===== src/rtl/wb_timer_if.sv =====
// Wishbone classic bus bundle for the wb_timer peripheral, including its level interrupt.
interface wb_timer_if;
    logic        cyc_i;
    logic        stb_i;
    logic        we_i;
    logic [31:0] adr_i;
    logic [3:0]  sel_i;
    logic [31:0] dat_i;
    logic [31:0] dat_o;
    logic        ack_o;
    logic        err_o;
    logic        rty_o;
    logic        irq_o;

    modport master (
        output cyc_i, stb_i, we_i, adr_i, sel_i, dat_i,
        input  dat_o, ack_o, err_o, rty_o, irq_o
    );

    modport slave (
        input  cyc_i, stb_i, we_i, adr_i, sel_i, dat_i,
        output dat_o, ack_o, err_o, rty_o, irq_o
    );
endinterface


===== src/rtl/wb_timer.sv =====
// Wishbone classic timer: prescaled 32-bit up-counter, compare register, sticky match flag
// and level interrupt in an 8-word register window.
module wb_timer #(
    parameter logic [15:0] RESET_PRESCALE = 16'd0
) (
    input logic       clk_i,
    input logic       rst_i,
    wb_timer_if.slave bus
);
    localparam logic [2:0] ADDR_CTRL     = 3'd0;
    localparam logic [2:0] ADDR_PRESCALE = 3'd1;
    localparam logic [2:0] ADDR_COUNT    = 3'd2;
    localparam logic [2:0] ADDR_COMPARE  = 3'd3;

    logic        enable_q, enable_d, reload_q, reload_d;
    logic        irq_en_q, irq_en_d, flag_q, flag_d;
    logic [15:0] prescale_q, prescale_d, pre_q, pre_d;
    logic [31:0] count_q, count_d, compare_q, compare_d;
    logic [31:0] dat_q, dat_d;
    logic        ack_q, ack_d, err_q, err_d;

    logic        req, mapped, wr, tick, match;
    logic [2:0]  idx;
    logic [31:0] rdata, count_wr, compare_wr;
    logic [15:0] prescale_wr;
    logic        unused_adr;

    function automatic logic [31:0] merge(input logic [31:0] old, input logic [31:0] wdat,
                                          input logic [3:0] sel);
        logic [31:0] res;
        for (int n = 0; n < 4; n++) begin
            res[8*n +: 8] = sel[n] ? wdat[8*n +: 8] : old[8*n +: 8];
        end
        return res;
    endfunction

    assign unused_adr  = ^{bus.adr_i[31:5], bus.adr_i[1:0]};
    assign idx         = bus.adr_i[4:2];
    assign mapped      = ~idx[2];
    // A pending ack/err masks the next edge so a held strobe is not accepted twice.
    assign req         = bus.cyc_i & bus.stb_i & ~ack_q & ~err_q;
    assign wr          = req & bus.we_i & mapped;
    assign tick        = enable_q && (pre_q == prescale_q);
    assign match       = tick && (count_q == compare_q);
    assign count_wr    = merge(count_q, bus.dat_i, bus.sel_i);
    assign compare_wr  = merge(compare_q, bus.dat_i, bus.sel_i);
    assign prescale_wr = {bus.sel_i[1] ? bus.dat_i[15:8] : prescale_q[15:8],
                          bus.sel_i[0] ? bus.dat_i[7:0]  : prescale_q[7:0]};

    always_comb begin
        rdata = '0;
        case (idx)
            ADDR_CTRL:     rdata = {23'd0, flag_q, 5'd0, irq_en_q, reload_q, enable_q};
            ADDR_PRESCALE: rdata = {16'd0, prescale_q};
            ADDR_COUNT:    rdata = count_q;
            ADDR_COMPARE:  rdata = compare_q;
            default:       rdata = '0;
        endcase
    end

    always_comb begin
        enable_d   = enable_q;
        reload_d   = reload_q;
        irq_en_d   = irq_en_q;
        flag_d     = flag_q;
        prescale_d = prescale_q;
        pre_d      = pre_q;
        count_d    = count_q;
        compare_d  = compare_q;

        if (enable_q) begin
            pre_d = tick ? 16'd0 : pre_q + 16'd1;
        end
        if (tick) begin
            count_d = (match && reload_q) ? 32'd0 : count_q + 32'd1;
        end

        if (wr) begin
            case (idx)
                ADDR_CTRL: begin
                    if (bus.sel_i[0]) begin
                        enable_d = bus.dat_i[0];
                        reload_d = bus.dat_i[1];
                        irq_en_d = bus.dat_i[2];
                    end
                    if (bus.sel_i[1] && bus.dat_i[8]) begin
                        flag_d = 1'b0;
                    end
                end
                ADDR_PRESCALE: begin
                    prescale_d = prescale_wr;
                    pre_d      = 16'd0;
                end
                ADDR_COUNT: begin
                    count_d = count_wr;
                    pre_d   = 16'd0;
                end
                ADDR_COMPARE: compare_d = compare_wr;
                default: ;
            endcase
        end

        // A match wins over a same-edge W1C so no event is lost.
        if (match) begin
            flag_d = 1'b1;
        end

        ack_d = req & mapped;
        err_d = req & ~mapped;
        dat_d = (req & mapped) ? rdata : 32'd0;
    end

    always_ff @(posedge clk_i or posedge rst_i) begin
        if (rst_i) begin
            enable_q   <= 1'b0;
            reload_q   <= 1'b0;
            irq_en_q   <= 1'b0;
            flag_q     <= 1'b0;
            prescale_q <= RESET_PRESCALE;
            pre_q      <= 16'd0;
            count_q    <= 32'd0;
            compare_q  <= 32'd0;
            dat_q      <= 32'd0;
            ack_q      <= 1'b0;
            err_q      <= 1'b0;
        end else begin
            enable_q   <= enable_d;
            reload_q   <= reload_d;
            irq_en_q   <= irq_en_d;
            flag_q     <= flag_d;
            prescale_q <= prescale_d;
            pre_q      <= pre_d;
            count_q    <= count_d;
            compare_q  <= compare_d;
            dat_q      <= dat_d;
            ack_q      <= ack_d;
            err_q      <= err_d;
        end
    end

    assign bus.dat_o = dat_q;
    assign bus.ack_o = ack_q;
    assign bus.err_o = err_q;
    assign bus.rty_o = 1'b0;
    assign bus.irq_o = flag_q & irq_en_q;
endmodule


===== src/flat_wrapper.sv =====
// flat-port wrapper written by rule: the top's interface ports become plain ports
module wb_timer_flat 
#(
    parameter logic [15:0] RESET_PRESCALE = 16'd0
)
  (clk_i, rst_i, bus_cyc_i, bus_stb_i, bus_we_i, bus_adr_i, bus_sel_i, bus_dat_i, bus_dat_o, bus_ack_o, bus_err_o, bus_rty_o, bus_irq_o);
  wb_timer_if bus_i ();
  input logic clk_i;
  input logic rst_i;
  input wire logic [$bits(bus_i.cyc_i)-1:0] bus_cyc_i;
  input wire logic [$bits(bus_i.stb_i)-1:0] bus_stb_i;
  input wire logic [$bits(bus_i.we_i)-1:0] bus_we_i;
  input wire logic [$bits(bus_i.adr_i)-1:0] bus_adr_i;
  input wire logic [$bits(bus_i.sel_i)-1:0] bus_sel_i;
  input wire logic [$bits(bus_i.dat_i)-1:0] bus_dat_i;
  output wire logic [$bits(bus_i.dat_o)-1:0] bus_dat_o;
  output wire logic [$bits(bus_i.ack_o)-1:0] bus_ack_o;
  output wire logic [$bits(bus_i.err_o)-1:0] bus_err_o;
  output wire logic [$bits(bus_i.rty_o)-1:0] bus_rty_o;
  output wire logic [$bits(bus_i.irq_o)-1:0] bus_irq_o;
  assign bus_i.cyc_i = bus_cyc_i;
  assign bus_i.stb_i = bus_stb_i;
  assign bus_i.we_i = bus_we_i;
  assign bus_i.adr_i = bus_adr_i;
  assign bus_i.sel_i = bus_sel_i;
  assign bus_i.dat_i = bus_dat_i;
  assign bus_dat_o = bus_i.dat_o;
  assign bus_ack_o = bus_i.ack_o;
  assign bus_err_o = bus_i.err_o;
  assign bus_rty_o = bus_i.rty_o;
  assign bus_irq_o = bus_i.irq_o;
  wb_timer #(.RESET_PRESCALE(RESET_PRESCALE)) u_core (.clk_i(clk_i), .rst_i(rst_i), .bus(bus_i));
endmodule

===== config.mk =====
export PLATFORM = sky130hd
export DESIGN_NAME = wb_timer_flat
export DESIGN_NICKNAME = d
export VERILOG_FILES = /design/src/rtl/wb_timer_if.sv /design/src/rtl/wb_timer.sv /design/src/flat_wrapper.sv
export SDC_FILE = /design/constraint.sdc
export NUM_CORES = 1
export LEC_CHECK = 0
export CAP_MARGIN = 20
export CORE_ASPECT_RATIO = 1.5
export CORE_UTILIZATION = 30
export CTS_CLUSTER_DIAMETER = 120
export DETAILED_ROUTE_END_ITERATION = 8
export SLEW_MARGIN = 20
export SYNTH_ARGS = -nofsm -noshare
export SYNTH_HDL_FRONTEND = slang
export SYNTH_SLANG_ARGS = --single-unit
export TNS_END_PERCENT = 1

===== constraint.sdc =====
create_clock -name clk_i -period 13.5 [get_ports clk_i]
set_input_delay 4.05 -clock clk_i [delete_from_list [all_inputs] [get_ports clk_i]]
set_output_delay 4.05 -clock clk_i [all_outputs]
set_load 0.01 [all_outputs]

# [Word-level counts from Yosys, hierarchy flattened]
# Index checks and enable logic that the tools add are counted.
[totals] regBits=134 input_bits=73 output_inout_bits=36 elab_cells=75
[op_classes] n_addsub=2 eq_ne=9 mux=18 bitwise=11 n_reduce_logical=17
[op_table] op="two-way mux 32 bit" count=5
[op_table] op="case mux 32 bit (4 select lines)" count=1
[op_table] op="two-way mux 16 bit" count=4
[op_table] op="adder 32 x 1 -> 32 bit, second input constant" count=1
[op_table] op="== test 32 bit" count=1
[op_table] op="two-way mux 8 bit" count=4
[op_table] op="AND reduction 3 bit" count=8
[op_table] op="adder 16 x 1 -> 16 bit, second input constant" count=1
[op_table] op="== test 16 bit" count=1
[op_table] op="!= test 3 bit, second input constant" count=4
[op_table] op="AND 1 bit" count=8
[op_table] op="== test 3 x 2 -> 1 bit, second input constant" count=2
[op_table] op="nonzero test 2 bit" count=3
[op_table] op="logical AND 1 bit" count=4
[op_table] op="two-way mux 1 bit" count=4
[op_table] op="== test 3 x 1 -> 1 bit, second input constant" count=1
[op_table] op="logical NOT 3 bit" count=1
[op_table] op="NOT 1 bit" count=3
[op_table] op="OR reduction 2 bit" count=1

# [Depth between registers and ports, before layout]
[depth] word_depth=8 depth_mapped=10 depth_no_buf=8

# [Worst setup path after synthesis]
# OpenSTA, ideal clock, no wires.
[synth_path] kind="input -> register" from="in bus_adr_i[2]" to="reg u_core.count_q[21]" setup_time_ps=66 arrival_time_ps=5770 required_time_ps=13434 slack_ps=7664 path_stages=9 path_buffers=3 cell_sequence="clkbuf_1 nor3b_2 and3_1 clkbuf_2 and2_1 clkbuf_1 a22oi_1 o21ai_0 o31a_1"
[synth_between] elab_chain_len=3 word_cells_on_any_way=4 classes_between="eq/ne: 2; mux: 2"
[synth_lines] element="start, declared" line_no="flat_wrapper.sv:13" source="input wire logic [$bits(bus_i.adr_i)-1:0] bus_adr_i;"
[synth_lines] element="== test 3 x 2 -> 1 bit (*)" line_no="wb_timer.sv:79" source="case (idx)"
[synth_lines] element="two-way mux 32 bit" line_no="wb_timer.sv:79"
[synth_lines] element="two-way mux 32 bit" line_no="wb_timer.sv:78" source="if (wr) begin"
[synth_lines] element="end signal, assigned" line_no="wb_timer.sv:133" source="count_q <= count_d;"
[synth_lines] element="end, declared" line_no="wb_timer.sv:18" source="logic [31:0] count_q, count_d, compare_q, compare_d;"
# Mark *: on every way between the ends. The rest lies on a longest branch, timed or not.
# A chain may end at the register's enable or synchronous reset.

# [Final worst setup path]
[layout_path] from="in bus_adr_i[4]" to="reg u_core.compare_q[7]"
[layout_between] elab_chain_len=3 word_cells_on_any_way=4 classes_between="eq/ne: 1; bitwise: 2; reduce/logical: 1"
[layout_lines] element="NOT 1 bit" line_no="wb_timer.sv:39" source="assign mapped = ~idx[2];"
[layout_lines] element="AND 1 bit" line_no="wb_timer.sv:42" source="assign wr = req & bus.we_i & mapped;"
[layout_lines] element="AND reduction 3 bit (no line) (*)"
[layout_lines] element="end signal, assigned" line_no="wb_timer.sv:134" source="compare_q <= compare_d;"
[layout_lines] element="end, declared" line_no="wb_timer.sv:18"
# Marked as above.

==> flow_summary.toml <==
[run_status]
run_status = "finished clean"

[finish]
seq_area_sq_mm = 0.00335
n_fill_cell = 2323
fin_cells = 1020
post-route-cell-area_sq_mm = 0.00866
num_antenna_cells = 0
fin_nets = 802
area_growth_pct = 23.6
drive_above_1_share_pct = 15.7
multi_input_area_sq_mm = 0.00343

[floorplan]
die_h_um = 189
die_x_um = 127
rows = 68
io_pins = 109
die-area_sq_mm = 0.0240
coreArea_sq_mm = 0.0230
start_util_pct = 30.5

[sta]
clock_skew_ns = 0.00957
hold_viol = 0
fmax_mhz = 145
fin_crit_ns = 6.92
setup_violations = 0
final-max-slew-violation-count = 0
worst_pin_slew_ns = 1.01
fin_crit_sh_pct = 51.2
holdWs_ns = 0.447
tns_ns = 0
relSlewSlack_pct = 31.9
rsz0062_at_grt = "no"

[global_routing]
grt_max_degree = 81
top_usage_layer = "met2"
grt.total_usage_pct = 17.3
antenna_found_initial = 0
use_met3_pct = 2.57
grt_pass1_vias = 5563
grtUsageMet2_pct = 31.2
grt_overflow = 0
grt_pass1_wl_mm = 31.1
met1_usage_pct = 19.4

[drt]
finalWirelength_mm = 19.6
wl_per_cell_um = 19.2
postRouteAntennaNets = 0
drc = 0
drt_iter0_markers = 291
viasPerCell = 5.24
vias = 5345
dr.pass1.iters = 4

[cts]
clock_latency_ns = 0.43
clkTransAtPathRegs_ns = 0.06
cts_tree = "yes"
cts_made_buffers = 17
clock_path_buffers = 2
ctsResizeCount = 0
cts.sinks = 134
htreeDepth = 4
cts_root_buf = "clkbuf_16"
hold_buffers = 0
cts_setup_buffers = 0

[critical_path]
critPathKind = "in -> reg"
cp.required_ns = 13.81
end_kind = "flip-flop"
cp.arrival_ns = 7.23
cp_max_fo = 29
r2r.worst_path.cells = 7
worstSetupStartpointType = "input port"

[worst_hold_path]
hp-class = "reg -> reg"
hold-path-cell-count = 1

[power_and_ir_drop]
power.ir.vdd_worst_uv = 87.1
p_per_area_mw_per_mm2 = 136
cellLeakagePower_nw = 3.75
power_mw = 1.18

[synth]
synth_edf_count = 0
ys_warn_count = 0
synthCells = 659
syn-mean-instance-area_sq_um = 10.6
syn_nets = 734
ys.flop_type = "dfrtp_1"
yosysSeqAreaShare_pct = 47.9
yosysUniqueCellTypes = 71
ys_ff_latch = 134
async_reset_ff_share_pct = 100
synth.cell_area_sq_mm = 0.00701

[place]
port_buffers = 78
placed_cells = 988
place_congestion = 0.820
dpl-instance-area_sq_mm = 0.00803
detailed_place_hpwl_mm = 14.1

[run]
cap_violations = 0
cell usage after synthesis (4+ instances only):
| library cell | number | area (sq um) |
|---|---|---|
| o211ai_1 | 4 | 30.0 |
| nor4_1 | 11 | 68.8 |
| and2_1 | 12 | 75.1 |
| nand3_1 | 18 | 90.1 |
| and4_1 | 4 | 35.0 |
| nand2_1 | 46 | 173 |
| xor2_1 | 64 | 561 |
| a22oi_1 | 34 | 255 |
| clkbuf_1 | 22 | 82.6 |
| dfrtp_1 | 134 | 3350 |
| nand4_1 | 21 | 131 |
| mux2i_1 | 9 | 90.1 |
| xnor2_1 | 11 | 96.3 |
| a21oi_1 | 8 | 40.0 |
| mux4_2 | 4 | 90.1 |
| inv_1 | 15 | 56.3 |
| o31ai_1 | 4 | 30.0 |
| buf_2 | 5 | 25.0 |
| nor2_1 | 55 | 206 |
| and3_1 | 15 | 93.8 |
| o21ai_0 | 21 | 105 |
| nor3_1 | 6 | 30.0 |
| a21o_1 | 10 | 75.1 |
| o22ai_1 | 12 | 75.1 |
| mux2_2 | 54 | 608 |
per-layer routing:
metal  share of wire [%]  wire length [um]
met1                  39              7670
met2                  53             10400
met3                 4.0               794
met4                 3.8               753
met5                   0                 0
power by group:
group / switching, mW / internal, mW
Clock: 0.192 / 0.310
Sequential: 0.0555 / 0.439
Combinational: 0.0948 / 0.0866
flip-flops by register name, summed over array words and instances, names as in the netlist:
signal,count
u_core.reload_q,1
u_core.flag_q,1
u_core.bus.ack_o,1
u_core.bus.dat_o,32
u_core.enable_q,1
u_core.prescale_q,16
u_core.compare_q,32
u_core.count_q,32
u_core.irq_en_q,1
u_core.pre_q,16
u_core.bus.err_o,1
cells in the final DEF (no fill, tap or decap), types with 8 or more instances in the layout:
master	netlist	final
a21o_1	10	10
a21oi_1	8	8
a22oi_1	34	34
and2_1	12	12
and3_1	15	15
clkbuf_16	0	17
clkdlybuf4s50_1	0	78
dfrtp_1	134	134
inv_1	15	14
mux2_2	54	54
mux2i_1	9	9
nand2_1	46	46
nand3_1	18	18
nand4_1	21	21
nor2_1	55	55
nor4_1	11	11
o21ai_0	21	20
o22ai_1	12	12
xnor2_1	11	11
xor2_1	64	64
critical path: stages:
cell,delay [ns]
clkdlybuf4s50_1,0.59
or4_1,0.53
buf_4,0.27
inv_2,0.22
nand2_1,0.15
nor3_1,0.56
nand2_1,0.47
mux2_2,0.40
kinds of logic (layout without fill, tap and decap cells):
family,after synthesis,count (layout),share of synthesized area (%)
compound gates,114,114,11.7
other cells,1,1,0.0535
fa+ha+maj,2,2,0.357
buf+inv,52,133,3.21
mux,67,67,11.3
flops,134,134,47.9
simple gates,214,214,16.2
xor+xnor,75,75,9.38
per-stage QoR:
step,setup slack [ns],util (%)
after floorplan,5.87,-
after global placement,6.13,35.0
after detailed placement,6.12,35.0
after CTS,6.56,37.7
after global routing,6.41,37.7
final,6.58,37.7
final timing paths:
check / start / endpoint / slack, ns
hold / removal: u_core.bus.ack_o$_DFF_PP0_ / u_core.bus.err_o$_DFF_PP0_ / 0.45
hold reg to reg: u_core.bus.ack_o$_DFF_PP0_ / u_core.bus.err_o$_DFF_PP0_ / 0.45
setup / recovery: bus_adr_i[4] / u_core.compare_q[7]$_DFFE_PP0P_ / 6.58
max in group asynchronous: rst_i / u_core.bus.dat_o[27]$_DFF_PP0_ / 8.15
setup reg to reg: u_core.bus.err_o$_DFF_PP0_ / u_core.compare_q[7]$_DFFE_PP0P_ / 10.43
min in group asynchronous: rst_i / u_core.bus.dat_o[2]$_DFF_PP0_ / 4.14
final cells by class:
cell class / count / area share, %
clock inverter: 15 / 2.34
multi-input combinational: 473 / 39.6
timing repair buffer: 85 / 9.62
inverter: 16 / 0.751
sequential: 134 / 38.7
tap: 280 / 4.05
clock buffer: 17 / 4.91
No activity file was read; power rests on OpenSTA's default activity.
